### src/rtl/melody_pkg.sv
// Shared FSM state type and song ROM word layout for the melody sequencer.
// Word layout, MSB first: {last, dur, note}.
package melody_pkg;

  typedef enum logic {
    ST_IDLE = 1'b0,
    ST_PLAY = 1'b1
  } state_t;

  localparam int NUM_SONGS = 4;
  localparam int SONG_W    = $clog2(NUM_SONGS);

  localparam int NOTE_W    = 6;
  localparam int DUR_W     = 3;
  localparam int NOTE_OFS  = 0;
  localparam int DUR_OFS   = NOTE_OFS + NOTE_W;
  localparam int LAST_OFS  = DUR_OFS + DUR_W;
  localparam int WORD_W    = LAST_OFS + 1;

  typedef logic [WORD_W-1:0] rom_word_t;

  function automatic rom_word_t mk_word(input logic [NOTE_W-1:0] note,
                                        input logic [DUR_W-1:0]  dur,
                                        input logic              last);
    return {last, dur, note};
  endfunction

endpackage

### src/rtl/song_rom.sv
// Combinational song ROM: {song, step} -> {last, dur, note}; no latency, no backpressure.
// Unused addresses return a rest with last set so a stray read always terminates.
module song_rom
  import melody_pkg::*;
#(
  parameter int IDX_BW = 6
) (
  input  logic [SONG_W-1:0] i_song,
  input  logic [IDX_BW-1:0] i_step,
  output rom_word_t         o_word
);

  always_comb begin
    o_word = mk_word('0, '0, 1'b1);
    case (i_song)
      2'd0: begin
        case (int'(i_step))
          0:       o_word = mk_word(6'd13, 3'd1, 1'b0);
          1:       o_word = mk_word(6'd0,  3'd0, 1'b0);
          2:       o_word = mk_word(6'd15, 3'd2, 1'b0);
          3:       o_word = mk_word(6'd17, 3'd0, 1'b0);
          4:       o_word = mk_word(6'd0,  3'd1, 1'b1);
          default: o_word = mk_word('0, '0, 1'b1);
        endcase
      end
      2'd1: begin
        case (int'(i_step))
          0:       o_word = mk_word(6'd20, 3'd0, 1'b0);
          1:       o_word = mk_word(6'd22, 3'd1, 1'b0);
          2:       o_word = mk_word(6'd0,  3'd1, 1'b0);
          3:       o_word = mk_word(6'd25, 3'd3, 1'b1);
          default: o_word = mk_word('0, '0, 1'b1);
        endcase
      end
      // Full-length descending run with no last flag: ends only at the final step.
      2'd2: begin
        o_word = mk_word(NOTE_W'(63 - int'(i_step)), DUR_W'(i_step[1:0]), 1'b0);
      end
      2'd3: begin
        if (int'(i_step) < 8) begin
          o_word = mk_word(NOTE_W'(int'(i_step) + 1), DUR_W'(i_step), i_step == IDX_BW'(7));
        end
      end
      default: o_word = mk_word('0, '0, 1'b1);
    endcase
  end

endmodule

### src/rtl/melody_sequencer.sv
// Steps through a ROM song on tempo strobes and emits registered note/gate/step/busy/done.
// Outputs lag internal state by one cycle; en_i low freezes the sequencer, no other backpressure.
module melody_sequencer
  import melody_pkg::*;
#(
  parameter int IDX_BW  = 6,
  parameter int SEQ_LEN = 64,
  parameter int DUR_BW  = 3
) (
  input  logic              clk_i,
  input  logic              rst_n_i,
  input  logic              en_i,
  input  logic              strb_i,
  input  logic              play_i,
  input  logic              loop_i,
  input  logic [1:0]        song_sel_i,
  output logic [IDX_BW-1:0] noteIndex_o,
  output logic              gate_o,
  output logic [IDX_BW-1:0] step_o,
  output logic              busy_o,
  output logic              done_o
);

  state_t              r_state;
  state_t              w_state_nxt;
  logic                r_play_q;
  logic [SONG_W-1:0]   r_song;
  logic [SONG_W-1:0]   w_song_nxt;
  logic [IDX_BW-1:0]   r_step;
  logic [IDX_BW-1:0]   w_step_nxt;
  logic [DUR_BW-1:0]   r_rem;
  logic [DUR_BW-1:0]   w_rem_nxt;
  logic [DUR_BW-1:0]   w_rem_d;
  logic                w_load;
  logic                w_done_evt;
  logic                r_done_evt;
  logic                w_start;
  logic                w_end;

  rom_word_t           w_cur_word;
  rom_word_t           w_nxt_word;
  logic [IDX_BW-1:0]   w_cur_note;
  logic                w_cur_last;
  logic [DUR_BW-1:0]   w_nxt_dur;
  logic                w_unused_bits;

  // One ROM port reads the current step, the other the step being entered.
  song_rom #(.IDX_BW(IDX_BW)) u_rom_cur (
    .i_song (r_song),
    .i_step (r_step),
    .o_word (w_cur_word)
  );

  song_rom #(.IDX_BW(IDX_BW)) u_rom_nxt (
    .i_song (w_song_nxt),
    .i_step (w_step_nxt),
    .o_word (w_nxt_word)
  );

  assign w_cur_note    = IDX_BW'(w_cur_word[NOTE_OFS +: NOTE_W]);
  assign w_cur_last    = w_cur_word[LAST_OFS];
  assign w_nxt_dur     = DUR_BW'(w_nxt_word[DUR_OFS +: DUR_W]);
  assign w_unused_bits = ^{w_cur_word[DUR_OFS +: DUR_W], w_nxt_word[NOTE_OFS +: NOTE_W],
                           w_nxt_word[LAST_OFS]};

  assign w_start = play_i & ~r_play_q;
  assign w_end   = w_cur_last | (r_step == IDX_BW'(SEQ_LEN - 1));
  assign w_rem_d = w_load ? w_nxt_dur : w_rem_nxt;

  always_comb begin
    w_state_nxt = r_state;
    w_song_nxt  = r_song;
    w_step_nxt  = r_step;
    w_rem_nxt   = r_rem;
    w_load      = 1'b0;
    w_done_evt  = 1'b0;
    case (r_state)
      ST_IDLE: begin
        if (w_start && en_i) begin
          w_state_nxt = ST_PLAY;
          w_song_nxt  = song_sel_i;
          w_step_nxt  = '0;
          w_load      = 1'b1;
        end
      end
      ST_PLAY: begin
        if (en_i) begin
          // Abort has priority over a strobe arriving in the same cycle.
          if (!play_i) begin
            w_state_nxt = ST_IDLE;
            w_step_nxt  = '0;
            w_rem_nxt   = '0;
          end else if (strb_i) begin
            if (r_rem != '0) begin
              w_rem_nxt = r_rem - DUR_BW'(1);
            end else if (w_end) begin
              w_step_nxt = '0;
              if (loop_i) begin
                w_load = 1'b1;
              end else begin
                w_state_nxt = ST_IDLE;
                w_rem_nxt   = '0;
                w_done_evt  = 1'b1;
              end
            end else begin
              w_step_nxt = r_step + IDX_BW'(1);
              w_load     = 1'b1;
            end
          end
        end
      end
      default: w_state_nxt = ST_IDLE;
    endcase
  end

  always_ff @(posedge clk_i or negedge rst_n_i) begin
    if (!rst_n_i) begin
      r_state    <= ST_IDLE;
      r_play_q   <= 1'b0;
      r_song     <= '0;
      r_step     <= '0;
      r_rem      <= '0;
      r_done_evt <= 1'b0;
    end else begin
      r_state    <= w_state_nxt;
      r_play_q   <= play_i;
      r_song     <= w_song_nxt;
      r_step     <= w_step_nxt;
      r_rem      <= w_rem_d;
      r_done_evt <= w_done_evt;
    end
  end

  // Output stage: done is delayed alongside the state so it coincides with busy falling.
  always_ff @(posedge clk_i or negedge rst_n_i) begin
    if (!rst_n_i) begin
      noteIndex_o <= '0;
      gate_o      <= 1'b0;
      step_o      <= '0;
      busy_o      <= 1'b0;
      done_o      <= 1'b0;
    end else begin
      noteIndex_o <= (r_state == ST_PLAY) ? w_cur_note : '0;
      gate_o      <= (r_state == ST_PLAY) && (w_cur_note != '0);
      step_o      <= (r_state == ST_PLAY) ? r_step : '0;
      busy_o      <= (r_state == ST_PLAY);
      done_o      <= r_done_evt;
    end
  end

endmodule

### config.mk
export PLATFORM = sky130hd
export DESIGN_NAME = melody_sequencer
export DESIGN_NICKNAME = d
export VERILOG_FILES = /design/src/rtl/melody_pkg.sv /design/src/rtl/song_rom.sv /design/src/rtl/melody_sequencer.sv
export SDC_FILE = /design/constraint.sdc
export NUM_CORES = 1
export LEC_CHECK = 0
export CORE_ASPECT_RATIO = 0.8
export CORE_MARGIN = 5
export CORE_UTILIZATION = 30
export CTS_CLUSTER_SIZE = 28
export DETAILED_ROUTE_END_ITERATION = 6
export GPL_TIMING_DRIVEN = 0
export SETUP_SLACK_MARGIN = 0.02
export SLEW_MARGIN = 30
export SYNTH_ARGS = -nofsm -noshare
export SYNTH_HDL_FRONTEND = slang
export SYNTH_HIERARCHICAL = 1
export SYNTH_SLANG_ARGS = --single-unit
### constraint.sdc
create_clock -name clk_i -period 3.4 [get_ports clk_i]
set_input_delay 0.34 -clock clk_i [delete_from_list [all_inputs] [get_ports clk_i]]
set_output_delay 0.34 -clock clk_i [all_outputs]
set_load 0.02 [all_outputs]
# Word-level counts from Yosys, hierarchy flattened
# Cells that the tools add are included.
[word_totals]
inputBits = 8
out_inout_bits = 15
ff_bits = 29
[op_classes]
magnitude_cmp = 2
reduce_logical = 11
eq_ne = 19
mux = 47
addsub = 6
bitwise = 4
[op_table]
columns = ["operator", "n"]
rows = [
  ["10-bit one-hot mux with 4 select lines", 2],
  ["10-bit one-hot mux with 5 select lines", 1],
  ["6-bit 2-to-1 mux", 8],
  ["8-bit one-hot mux with 5 select lines", 1],
  ["9-bit one-hot mux with 4 select lines", 1],
  ["8-bit one-hot mux with 4 select lines", 1],
  ["6-bit by 2-bit == test with 1-bit output, second input constant", 4],
  ["3-bit 2-to-1 mux", 8],
  ["6-bit by 1-bit adder with 6-bit output, second input constant", 3],
  ["6-bit by 3-bit == test with 1-bit output, second input constant", 3],
  ["1-bit 2-to-1 mux", 18],
  ["6-bit by 1-bit == test with 1-bit output, second input constant", 2],
  ["6-bit logical NOT", 2],
  ["6-bit by 4-bit less-than comparator with 1-bit output, second input constant", 2],
  ["6-bit one-hot mux with 2 select lines", 1],
  ["6-bit subtractor, first input constant", 2],
  ["10-bit 2-to-1 mux", 1],
  ["9-bit 2-to-1 mux", 1],
  ["2-bit == test, second input constant", 4],
  ["6-bit == test, second input constant", 1],
  ["6-bit nonzero test", 1],
  ["5-bit AND reduction", 1],
  ["2-bit by 1-bit == test with 1-bit output, second input constant", 2],
  ["2-bit logical NOT", 2],
  ["other kinds (12)", 17],
]

# Depth between registers and ports, before layout
# Gate-level depths: netlist of the first run.
[logic_depth]
depth_word = 14
depth_mapped = 17

# By module
# Netlist of the first run, hierarchy kept.
[modules_own_cells]
columns = ["mod", "seq_area_each_um2", "area_each_um2", "cells_per_inst", "instances"]
rows = [
  ["melody_sequencer", 725.7, 1358.8, 126, 1],
  ["song_rom at u_rom_nxt", 0.0, 402.9, 57, 1],
  ["song_rom at u_rom_cur", 0.0, 370.4, 55, 1],
]

# Worst setup path before layout of the first run
# OpenSTA, ideal clock, no wires.
[synth_timing]
path_type = "flip-flop to flip-flop"
startpoint = "register r_step[0]"
endpoint = "register r_rem[1]"
path_stages_with_launch = 15
setup_slack_ns = -0.118
arrival_time_ns = 3.455
required_ns = 3.337
period_less_slack_ns = 3.518
path_cell_list = "dfrtp_1 > inv_1 > ha_1 > nor3_1 > o31ai_1 > a2bb2oi_1 > a21o_1 > o41ai_1 > ha_1 > nor2b_1 > o21ai_1 > a221oi_1 > nor2_1 > o211ai_1 > o22a_2"
[synth_between]
elab_chain_len = 14
word_cells_on_any_way = 44
[synth_lines]
columns = ["element", "line", "source"]
rows = [
  ["from (decl)", "melody_sequencer.sv:29", "logic [IDX_BW-1:0] r_step;"],
  ["from (signal assigned)", "melody_sequencer.sv:128", "r_step <= w_step_nxt;"],
  ["6-bit by 4-bit less-than comparator with 1-bit output, or another cell as far along", "song_rom.sv:40", "if (int'(i_step) < 8) begin"],
  ["10-bit 2-to-1 mux, or another cell as far along", "song_rom.sv:40", ""],
  ["10-bit one-hot mux with 4 select lines *", "song_rom.sv:15", "case (i_song)"],
  ["net w_cur_word[9]", "melody_sequencer.sv:40", "rom_word_t w_cur_word;"],
  ["1-bit OR *", "melody_sequencer.sv:67", "assign w_end = w_cur_last | (r_step == IDX_BW'(SEQ_LEN - 1));"],
  ["6-bit 2-to-1 mux *", "melody_sequencer.sv:96", "end else if (w_end) begin"],
  ["6-bit 2-to-1 mux *", "melody_sequencer.sv:94", "if (r_rem != '0) begin"],
  ["6-bit 2-to-1 mux *", "melody_sequencer.sv:93", "end else if (strb_i) begin"],
  ["6-bit 2-to-1 mux *", "melody_sequencer.sv:89", "if (!play_i) begin"],
  ["6-bit 2-to-1 mux *", "melody_sequencer.sv:87", "if (en_i) begin"],
  ["6-bit one-hot mux with 2 select lines *", "melody_sequencer.sv:77", "case (r_state)"],
  ["net w_step_nxt[1]", "melody_sequencer.sv:30", "logic [IDX_BW-1:0] w_step_nxt;"],
  ["6-bit by 4-bit less-than comparator with 1-bit output, or another cell as far along", "song_rom.sv:40", ""],
  ["9-bit 2-to-1 mux, or another cell as far along", "song_rom.sv:40", ""],
  ["9-bit one-hot mux with 4 select lines *", "song_rom.sv:15", ""],
  ["net w_nxt_word[7]", "melody_sequencer.sv:41", "rom_word_t w_nxt_word;"],
  ["3-bit 2-to-1 mux *", "melody_sequencer.sv:68", "assign w_rem_d = w_load ? w_nxt_dur : w_rem_nxt;"],
  ["to (signal assigned)", "melody_sequencer.sv:129", "r_rem <= w_rem_d;"],
  ["to (decl)", "melody_sequencer.sv:31", "logic [DUR_BW-1:0] r_rem;"],
]
# Mark *: on every way through the listed nets, which the timed path passes. The rest lies on a longest branch.
# A chain may end at the register's enable or synchronous reset.

# Final worst setup path of the first run
[layout_timing]
startpoint = "input port strb_i"
endpoint = "register r_rem[0]"
[layout_between]
elab_chain_len = 8
word_cells_on_any_way = 25
[layout_lines]
columns = ["element", "line", "source"]
rows = [
  ["from (decl)", "melody_sequencer.sv:13", "input logic strb_i,"],
  ["6-bit 2-to-1 mux *", "melody_sequencer.sv:93", ""],
  ["6-bit 2-to-1 mux *", "melody_sequencer.sv:89", ""],
  ["6-bit 2-to-1 mux *", "melody_sequencer.sv:87", ""],
  ["6-bit one-hot mux with 2 select lines *", "melody_sequencer.sv:77", ""],
  ["net w_step_nxt[1]", "melody_sequencer.sv:30", ""],
  ["6-bit by 4-bit less-than comparator with 1-bit output, or another cell as far along", "song_rom.sv:40", ""],
  ["9-bit 2-to-1 mux, or another cell as far along", "song_rom.sv:40", ""],
  ["9-bit one-hot mux with 4 select lines *", "song_rom.sv:15", ""],
  ["net w_nxt_word[6]", "melody_sequencer.sv:41", ""],
  ["3-bit 2-to-1 mux *", "melody_sequencer.sv:68", ""],
]
# Marks and branches as above.

==> key figures, run 1 <==
STA
  – RSZ-0062 raised after global routing: yes
  – Clk_skew: 0.00503 ns
  – Relative slew slack: 53.6%
  – Final min period: 3.22 ns
  – Worst-margin pin slew: 0.695 ns
  – Period utilisation layout: 94.8%
  – Fmax: 310 MHz
  – Final WS setup: 0.177 ns
  – Setup violators final: 0
  – Final hold vios: 0
  – Max-slew violations: 0

GRT
  – First-pass GRT wire length: 7020 um
  – Vias in the first global route: 1435
  – Initial antenna violation count: 0
  – Overflow after GRT: 0
  – Pin count of the biggest net entering global routing: 30
  – GRT Util Overall: 11.2%

Detailed routing
  – Routed WL: 4330 um
  – DR pass1 iterations: 4
  – Drc violations: 0
  – Routed vias: 1603
  – DRC marker count from the first detailed-route iteration: 66
  – ANT nets after route: 0
  – Wire per inst: 13.5 um
  – Vias per cell: 4.99

Cells and area
  – Ratio of cells with drive above 1 in the final layout: 25.0%
  – Nets: 257
  – P&R area growth vs syn: 35.0%
  – Most common cell after layout, fill and taps aside: dfrtp_1
  – FILL cells: 593
  – Most frequent cells in the layout: dfrtp_1 (27), clkdlybuf4s50_1 (21), nand2_1 (16), nor2_1 (14)
  – # diodes: 0

Power and ir drop
  – Clock power share: 29.3%
  – Seq pwr share: 35.2%
  – Cell-internal power: 0.000847 W
  – Power share of the combinational group: 35.5%
  – Sw Ratio: 32.5%
  – Worst VDD drop: 0.162 mV
  – Total power: 0.00126 W
  – Lkg Pwr: 1.09 nW
  – Power density cells: 501 nW/um2
  – Sw Pwr: 0.000409 W

Floorplanning
  – Num rows: 25
  – Die Y: 80.4 um
  – Starting Density: 31.1%
  – Io pins: 23
  – Die ar.: 7870 um2
  – Core box area: 5970 um2
  – Die Span X: 98.0 um

Setup path
  – CP peak stage delay: 0.61 ns
  – Critical path buffer and inverter count: 2
  – CP Class: input port to register
  – Worst-path fanout max: 8
  – Worst-path cell chain: clkdlybuf4s50_1 -> nor4b_2 -> nor2_1 -> o21ai_0 -> o41ai_4 -> buf_4 -> ha_2 -> nor3_2 -> o31ai_1 -> a31o_1 -> nor2_1 -> o21ai_0 -> a21oi_1 -> a2bb2oi_2
  – Slowest CP cell: nor4b_2
  – WP data arrival: 3.39 ns
  – Startpoint type of the worst setup path: input port
  – Crit path max-delay family: compound AO/OA/AOI/OAI gates
  – Flop-to-flop setup slack: 0.22 ns
  – Endpoint class of the critical path: register
  – Critical Path RT: 3.57 ns

Clocking
  – Root buffer cell: clkbuf_8
  – CTS Buffer Depth: 2
  – CTS tree: yes
  – H-Tree Depth: 2
  – Reg clk slew, reported paths: 0.06 ns
  – Inserted Clock Buffers: 5
  – TritonCTS Sinks: 29
  – Worst skew pair latency: 0.28 ns

Placed design
  – HPWL Detailed: 3020 um
  – Port Buf Inserts: 22
  – Worst slack at placement: -0.492 ns
  – Final Wtd Congestion: 0.889

Synth
  – Post-Synthesis Cells: 197
  – YS warnings: 6
  – Syn avg cell area: 9.43 um2
  – Syn nets: 215
  – Post-Syn Area: 1860 um2

Hold path
  – Hold WC Path Type: input port to async pin

Run status
  – Status: finished clean

Flow run
  – Max cap viols: 0
final timing paths:
path	cells after the start	start	to
worst max-delay path	14	strb_i	r_rem[0]$_DFFE_PN0P_
worst min-delay path	1	rst_n_i	noteIndex_o[4]$_DFF_PN0_
worst max register to register	14	r_step[0]$_DFF_PN0_	r_rem[1]$_DFFE_PN0P_
worst min register to register	0	r_done_evt$_DFF_PN0_	done_o$_DFF_PN0_
max in group asynchronous	1	rst_n_i	r_step[1]$_DFF_PN0_
min in group clk_i	0	r_done_evt$_DFF_PN0_	done_o$_DFF_PN0_
cell type report:
class | count | area [um2] | share of cell area, %
tap | 81 | 101 | 4.04
buffer | 8 | 33.8 | 1.35
inverter | 12 | 45.0 | 1.80
clock inverter | 1 | 30.0 | 1.20
timing repair buffer | 35 | 313 | 12.5
multi-input combinational | 148 | 1170 | 46.7
sequential | 29 | 728 | 29.0
clock buffer | 7 | 86.3 | 3.44
sequential cells by signal (all words and copies together) (netlist names):
register,flops
done_o,1
r_song,2
r_step,6
r_rem,3
r_state,1
noteIndex_o,6
busy_o,1
gate_o,1
r_done_evt,1
step_o,6
r_play_q,1
through the flow:
step / setup TNS (ns) / util, % / cell area [um2] / hold slack (ns) / std cells
global route: -0.0112 / 42.0 / 2510 / 0.138 / 321
floorplan: 0 / - / 1860 / 0.0444 / 197
detailed placement: -1.27 / 36.5 / 2180 / 0.345 / 300
finish: 0 / 42.0 / 2510 / 0.0765 / 321
CTS: 0 / 39.6 / 2360 / 0.0975 / 314
global placement: -1.32 / 36.5 / 2180 / 0.334 / 300
repair_timing:
action | in CTS | in global routing
setup endpoints to repair | 3 | 3
resized for setup | 7 | 20
setup buffers | 6 | 7
hold buffers | 0 | 0
pin swaps | 2 | 12
routing by layer:
metal / GRT usage [%] / vias up / wire length, um
met5: 0 / - / 0
met4: 4.98 / 0 / 73
met3: 3.47 / 8 / 290
met2: 16.0 / 46 / 1820
met1: 15.5 / 750 / 2150
li1: - / 799 / -
worst reg2reg max path: stages (launching register included):
cell	delay, ns
dfrtp_2	0.43
inv_2	0.09
ha_2	0.19
nor3_1	0.06
o31ai_1	0.26
a2bb2oi_2	0.13
a21o_4	0.23
o41ai_4	0.51
ha_2	0.27
nor2b_1	0.13
o21ai_1	0.08
a221oi_2	0.31
nor2_1	0.07
o211ai_1	0.19
o22a_2	0.17
power by group through the flow:
stage	Clock (W)	Combinational, W	Sequential [W]
3_3_place_gp	0	0.000395	0.000449
3_5_place_dp	0	0.000396	0.000451
4_1_cts	0.000374	0.000417	0.000441
6_report	0.000368	0.000446	0.000442
5_1_grt	0.000392	0.000487	0.000450
2_1_floorplan	0	0.000255	0.000467
(Power assumes the default switching activity.)
==> run 2, diff against run 1 <==
MAX_ROUTING_LAYER = met4   (was unset)
==> run 2 against run 1 <==
Against the previous run: register-to-register slack hardly changed; critical path depth is 5 higher; global-route usage is 0.31 points lower; non-clock buffer count is 4 lower; final cell count is 1.2% lower; clock skew is 0.0059 ns higher; utilization is 0.42 points lower; combinational power is 0.9% lower; clock power is 16% higher; via count is 1.2% lower; largest power group is now registers; clock-buffer cell count is 2 lower.
==> key figures, run 2 (synthesized netlist as in run 1, its figures left out) <==
Placed design
  – Cell area after placement: 2180 um2 (unchanged)
  – Port Buf Inserts: 22 (unchanged)
  – HPWL Detailed: 2990 um (-1.1%)
  – Final Wtd Congestion: 0.893 (+0.46%)

Power and ir drop
  – Clock power share: 32.5% (+3.2 points)
  – Seq pwr share: 33.9% (-1.3 points)
  – Sw Ratio: 31.5% (-1.0 points)
  – Sw Pwr: 0.000414 W (+1.4%)
  – Lkg Pwr: 1.09 nW (-0.22%)
  – Cell-internal power: 0.000900 W (+6.3%)
  – Power share of the combinational group: 33.6% (-1.9 points)
  – Worst VDD drop: 0.155 mV (-4.7%)
  – Power density cells: 530 nW/um2 (+5.7%)

Clocking
  – Inserted Clock Buffers: 5 (unchanged)
  – CTS tree: yes
  – Reg clk slew, reported paths: 0.07 ns (about the same)
  – CTS Buffer Depth: 2 (unchanged)
  – H-Tree Depth: 2 (unchanged)
  – Hold-fix buffers at CTS: 0 (unchanged)
  – Worst skew pair latency: 0.28 ns (about the same)
  – TritonCTS Sinks: 29 (unchanged)
  – Root buffer cell: clkbuf_8

Detailed routing
  – Wire per inst: 13.3 um (-1.3%)
  – Routed WL: 4220 um (-2.5%)
  – Drc violations: 0 (unchanged)
  – ANT nets after route: 0 (unchanged)
  – DRC marker count from the first detailed-route iteration: 80 (+21%)
  – DR pass1 iterations: 5 (+1)
  – Routed vias: 1584 (-1.2%)
  – Vias per cell: 5.00 (about the same)

STA
  – Final TNS setup: 0 ns (unchanged)
  – RSZ-0062 raised after global routing: no
  – Worst-margin pin slew: 0.644 ns (-0.0506 ns)
  – WHS: 0.0819 ns (+0.00539 ns)
  – Period utilisation layout: 93.4% (-1.4 points)
  – Final min period: 3.18 ns (-0.0469 ns)
  – Max-slew violations: 0 (unchanged)
  – Fmax: 315 MHz (+1.5%)
  – Relative slew slack: 57.0% (+3.5 points)
  – Final hold vios: 0 (unchanged)
  – Clk_skew: 0.0109 ns (+0.00587 ns)
  – Setup violators final: 0 (unchanged)

Floorplanning
  – Starting Density: 31.1% (unchanged)
  – Num rows: 25 (unchanged)
  – Core box area: 5970 um2 (unchanged)
  – Die ar.: 7870 um2 (unchanged)
  – Io pins: 23 (unchanged)
  – Die Y: 80.4 um (unchanged)
  – Die Span X: 98.0 um (unchanged)

GRT
  – Overflow after GRT: 0 (unchanged)
  – Initial antenna violation count: 0 (unchanged)
  – Pin count of the biggest net entering global routing: 30 (unchanged)
  – GRT Util Overall: 10.9% (-0.31 points)
  – Vias in the first global route: 1365 (-4.9%)
  – First-pass GRT wire length: 6760 um (-3.7%)

Cells and area
  – Most frequent cells in the layout: dfrtp_1 (27), clkdlybuf4s50_1 (21), nand2_1 (16), nor2_1 (14), and2_1 (13)
  – Top flop regs: noteIndex_o x6, r_step x6, step_o x6
  – FILL cells: 584 (-1.5%)
  – # diodes: 0 (unchanged)
  – Most common cell after layout, fill and taps aside: dfrtp_1
  – Finished Cell Area: 2480 um2 (-1.0%)
  – Ratio of cells with drive above 1 in the final layout: 22.9% (-2.1 points)
  – Nets: 253 (-1.6%)
  – Finished Core Util: 41.5% (-0.42 points)
  – P&R area growth vs syn: 33.7%

Setup path
  – Slowest CP cell: dfrtp_2
  – R2r worst-path depth: 19 (+5)
  – Endpoint class of the critical path: register
  – Critical Path RT: 3.57 ns (about the same)
  – WP data arrival: 3.35 ns (-0.04 ns)
  – FF-to-FF End: r_rem[0]$_DFFE_PN0P_
  – Worst-path fanout max: 5 (-3)
  – Most used cell, CP: buf_4
  – Worst-path cell chain: inv_2 -> ha_2 -> nor3_1 -> o31ai_1 -> a2bb2oi_2 -> a21o_4 -> o41ai_2 -> a22o_2 -> buf_4 -> buf_4 -> buf_4 -> ha_1 -> nor3_2 -> o31ai_1 -> a31o_1 -> nor2_1 -> o21ai_0 -> a21oi_1 -> a2bb2oi_2
  – CP peak stage delay: 0.40 ns (-0.21 ns)
  – CP Class: register to register
  – Flop-to-flop setup slack: 0.22 ns (about the same)
  – Startpoint type of the worst setup path: register
  – Reg2reg start: r_step[0]$_DFF_PN0_

Run status
  – Status: finished clean

Hold path
  – Hold WC Path Type: input port to async pin

Flow run
  – Max cap viols: 0 (unchanged)
## run 2: what timing repair did
action / in CTS / in global routing
pin swaps: 2 / 7
setup endpoints to repair: 3 / 3
buffers inserted: 5 / 4
resized for setup: 8 / 15
cloned: 0 / 0
## run 2: worst max-delay path, delay by kind of cell, from the launching register on
family,cells,cell delay [ns]
compound gates,10,1.41
fa+ha+maj,2,0.38
buf+inv,4,0.44
flops,1,0.40
simple gates,3,0.43
## run 2: how the worst max path moves through the flow
stage	slack, ns	end	depth (start not counted)	from
2_1_floorplan	0.22	r_rem[0]$_DFFE_PN0P_	15	r_step[0]$_DFF_PN0_
3_3_place_gp	-0.49	r_rem[1]$_DFFE_PN0P_	14	r_step[0]$_DFF_PN0_
3_5_place_dp	-0.57	r_rem[1]$_DFFE_PN0P_	14	r_step[0]$_DFF_PN0_
4_1_cts	0.04	r_rem[0]$_DFFE_PN0P_	17	r_step[0]$_DFF_PN0_
5_1_grt	0.008	r_rem[2]$_DFFE_PN0P_	17	r_step[0]$_DFF_PN0_
6_report	0.22	r_rem[0]$_DFFE_PN0P_	19	r_step[0]$_DFF_PN0_
## run 2: through the flow
step	setup slack, ns	power (W)	instances
3_3_place_gp	-0.490	0.000844	300
5_1_grt	0.00756	0.00139	317
2_1_floorplan	0.217	0.000722	197
4_1_cts	0.0426	0.00129	313
6_report	0.224	0.00131	317
3_5_place_dp	-0.575	0.000847	300
## run 2: per-layer routing
metal | track usage (%) | vias to the layer above | part of all wire [%]
li1 | - | 793 | -
met5 | - | - | 0
met3 | 3.30 | 2 | 6.9
met4 | 2.49 | 0 | 0.59
met1 | 15.9 | 733 | 52
met2 | 14.7 | 56 | 41
## run 2: area by class of cell
type                            instances  area [um2]  share of cell area, %
Buffer                                  8        33.8                   1.36
Tap cell                               81         101                   4.08
Inverter                               12        45.0                   1.81
Clock buffer                            5        68.8                   2.77
Timing Repair Buffer                   31         283                   11.4
Clock inverter                          3        65.1                   2.62
Sequential cell                        29         728                   29.3
Multi-Input combinational cell        148        1160                   46.6
## run 2: power by group through the flow
stage / registers (W) / logic (W) / clock network (W)
2_1_floorplan: 0.000467 / 0.000255 / 0
3_3_place_gp: 0.000449 / 0.000395 / 0
3_5_place_dp: 0.000450 / 0.000396 / 0
4_1_cts: 0.000440 / 0.000418 / 0.000433
5_1_grt: 0.000452 / 0.000484 / 0.000452
6_report: 0.000445 / 0.000442 / 0.000428
==> run 3, diff against run 2 <==
CAP_MARGIN = 40   (was unset)
==> run 3 against run 2 <==
Against the previous run: register-to-register slack improved by 0.03 ns; die area is the same; critical path depth decreased by 4; sequential power about the same; utilization shrank 1.4 points; clock-buffer cell count rose by 1; combinational power down 2%; routed wire length shrank 3.1%; power down 12%; critical path type unchanged; critical endpoint is now r_rem[2]$_DFFE_PN0P_; highest routed layer unchanged.
==> key figures, run 3 (synthesized netlist as in run 1, its figures left out) <==
Floorplanning
  – Die ar.: 7870 um2 (unchanged)
  – Die Span X: 98.0 um (unchanged)
  – Die Y: 80.4 um (unchanged)
  – Num rows: 25 (unchanged)
  – Io pins: 23 (unchanged)
  – Core box area: 5970 um2 (unchanged)
  – Starting Density: 31.1% (unchanged)

Flow run
  – Max cap viols: 0 (unchanged)

Hold path
  – Hold WC Path Type: input port to async pin

Detailed routing
  – Drc violations: 0 (unchanged)
  – DRC marker count from the first detailed-route iteration: 62 (-23%)
  – DR pass1 iterations: 4 (-1)
  – Routed WL: 4090 um (-3.1%)
  – ANT nets after route: 0 (unchanged)
  – Wire per inst: 13.0 um (-2.5%)
  – Routed vias: 1602 (+1.1%)
  – Vias per cell: 5.09 (+1.8%)

Power and ir drop
  – Power density cells: 481 nW/um2 (-9.2%)
  – Total power: 0.00115 W (-12%)
  – Cell-internal power: 0.000747 W (-17%)
  – Sw Ratio: 35.2% (+3.7 points)
  – Sw Pwr: 0.000406 W (-1.9%)
  – Clock power share: 23.7% (-8.8 points)
  – Power share of the combinational group: 37.7% (+4.1 points)
  – Lkg Pwr: 1.06 nW (-3.2%)
  – Seq pwr share: 38.6% (+4.7 points)
  – Worst VDD drop: 0.149 mV (-3.5%)

STA
  – Clk_skew: 0.0116 ns (+0.000736 ns)
  – Worst-margin pin slew: 0.650 ns (+0.00616 ns)
  – RSZ-0062 raised after global routing: yes
  – Fmax: 318 MHz (+1.0%)
  – Final min period: 3.14 ns (-0.0327 ns)
  – Max-slew violations: 0 (unchanged)
  – Relative slew slack: 56.6% (-0.41 points)
  – Setup violators final: 0 (unchanged)
  – Period utilisation layout: 92.5% (-0.96 points)
  – Final hold vios: 0 (unchanged)

Cells and area
  – Most common cell after layout, fill and taps aside: dfrtp_1
  – Top flop regs: noteIndex_o x6, r_step x6, step_o x6
  – # diodes: 0 (unchanged)
  – Nets: 251 (-0.79%)
  – Ratio of cells with drive above 1 in the final layout: 20.1% (-2.8 points)
  – FILL cells: 588 (+0.68%)
  – Most frequent cells in the layout: dfrtp_1 (27), clkdlybuf4s50_1 (21), nand2_1 (16), nor2_1 (14), and2_1 (13)
  – P&R area growth vs syn: 29.2%
  – Finished Core Util: 40.1% (-1.4 points)

GRT
  – First-pass GRT wire length: 6720 um (-0.62%)
  – Overflow after GRT: 0 (unchanged)
  – Initial antenna violation count: 0 (unchanged)
  – GRT Util Overall: 11.0% (+0.053 points)
  – Pin count of the biggest net entering global routing: 30 (unchanged)
  – Vias in the first global route: 1366 (+0.073%)

Clocking
  – Worst skew pair latency: 0.28 ns (about the same)
  – H-Tree Depth: 2 (unchanged)
  – Inserted Clock Buffers: 5 (unchanged)
  – CTS Buffer Depth: 2 (unchanged)
  – Hold-fix buffers at CTS: 0 (unchanged)
  – CTS tree: yes
  – TritonCTS Sinks: 29 (unchanged)
  – Root buffer cell: clkbuf_8
  – Reg clk slew, reported paths: 0.07 ns (about the same)

Run status
  – Status: finished clean

Placed design
  – HPWL Detailed: 2990 um (+0.11%)
  – Port Buf Inserts: 22 (unchanged)
  – Final Wtd Congestion: 0.893 (unchanged)

Setup path
  – Flop-to-flop setup slack: 0.26 ns (+0.03 ns)
  – Endpoint class of the critical path: register
  – Reg2reg start: r_step[5]$_DFF_PN0_
  – CP Class: register to register
  – WP data arrival: 3.32 ns (-0.03 ns)
  – Worst-path fanout max: 9 (+4)
  – Critical Path RT: 3.58 ns (about the same)
  – Startpoint type of the worst setup path: register
  – FF-to-FF End: r_rem[2]$_DFFE_PN0P_
  – R2r worst-path depth: 15 (-4)
[run 3: cell count changes in the layout (fill, tap and decap cells not counted), sizes merged]
cell,change
buf,-3
bufinv,-2
clkbuf,+2
clkinv,+1
[run 3: what timing repair did]
item / in CTS / in global routing
setup endpoints to repair: 3 / 3
setup buffers: 5 / 1
resized for setup: 7 / 12
hold endpoints to repair: 0 / 0
pin swaps: 2 / 6
[run 3: how the worst max path moves through the flow]
stage | startpoint | to | slack, ns | cells after the start
floorplan | r_step[0]$_DFF_PN0_ | r_rem[0]$_DFFE_PN0P_ | 0.22 | 15
global placement | r_step[0]$_DFF_PN0_ | r_rem[1]$_DFFE_PN0P_ | -0.49 | 14
detailed placement | r_step[0]$_DFF_PN0_ | r_rem[1]$_DFFE_PN0P_ | -0.35 | 15
CTS | r_step[0]$_DFF_PN0_ | r_rem[0]$_DFFE_PN0P_ | 0.06 | 17
global route | r_step[0]$_DFF_PN0_ | r_rem[0]$_DFFE_PN0P_ | -0.02 | 17
finish | r_step[5]$_DFF_PN0_ | r_rem[2]$_DFFE_PN0P_ | 0.26 | 15
[run 3: area by class of cell]
class	count	area, um2	share of cell area, %
clock buffer	6	72.6	3.03
clock inverter	2	10.0	0.417
tap	81	101	4.23
multi-input combinational	148	1140	47.6
inverter	12	45.0	1.88
buffer	8	33.8	1.41
sequential	29	728	30.4
timing repair buffer	29	265	11.1
[run 3: power by group through the flow]
| stage | Sequential [W] | Combinational (W) | Clock [W] |
|---|---|---|---|
| 2_1_floorplan | 0.000467 | 0.000255 | 0 |
| 3_3_place_gp | 0.000449 | 0.000395 | 0 |
| 3_5_place_dp | 0.000451 | 0.000396 | 0 |
| 4_1_cts | 0.000440 | 0.000416 | 0.000279 |
| 5_1_grt | 0.000451 | 0.000474 | 0.000297 |
| 6_report | 0.000445 | 0.000434 | 0.000274 |
[run 3: per-layer routing]
metal	GRT usage, %	routed length, um	part of all wire [%]
met5	-	0	0
met4	3.32	40	0.98
met3	3.30	263	6.4
met2	14.9	1720	42
met1	15.5	2070	51
[run 3: critical path, cell delays in order, from the launching register on]
cell and delay [ns]:
dfrtp_1 0.49, nor3_4 0.35, a31oi_1 0.15, a2bb2oi_2 0.17, buf_4 0.17, nor4b_1 0.27
a21oi_1 0.08, o21ai_2 0.26, nor3_2 0.12, nand2_1 0.09, nor2_1 0.05, nor3b_1 0.18
o21ai_0 0.10, a21o_1 0.19, o21bai_1 0.16, a22o_2 0.20
[run 3: per-stage QoR]
step | cell area (um2) | hold WS (ns) | std cells | TNS, ns | setup slack (ns)
after global routing | 2400 | 0.149 | 315 | -0.0157 | -0.0157
after floorplan | 1860 | 0.0444 | 197 | 0 | 0.217
after global placement | 2180 | 0.334 | 300 | -1.33 | -0.490
after CTS | 2330 | 0.110 | 314 | 0 | 0.0562
final | 2400 | 0.0833 | 315 | 0 | 0.256
after detailed placement | 2180 | 0.345 | 301 | -0.921 | -0.346
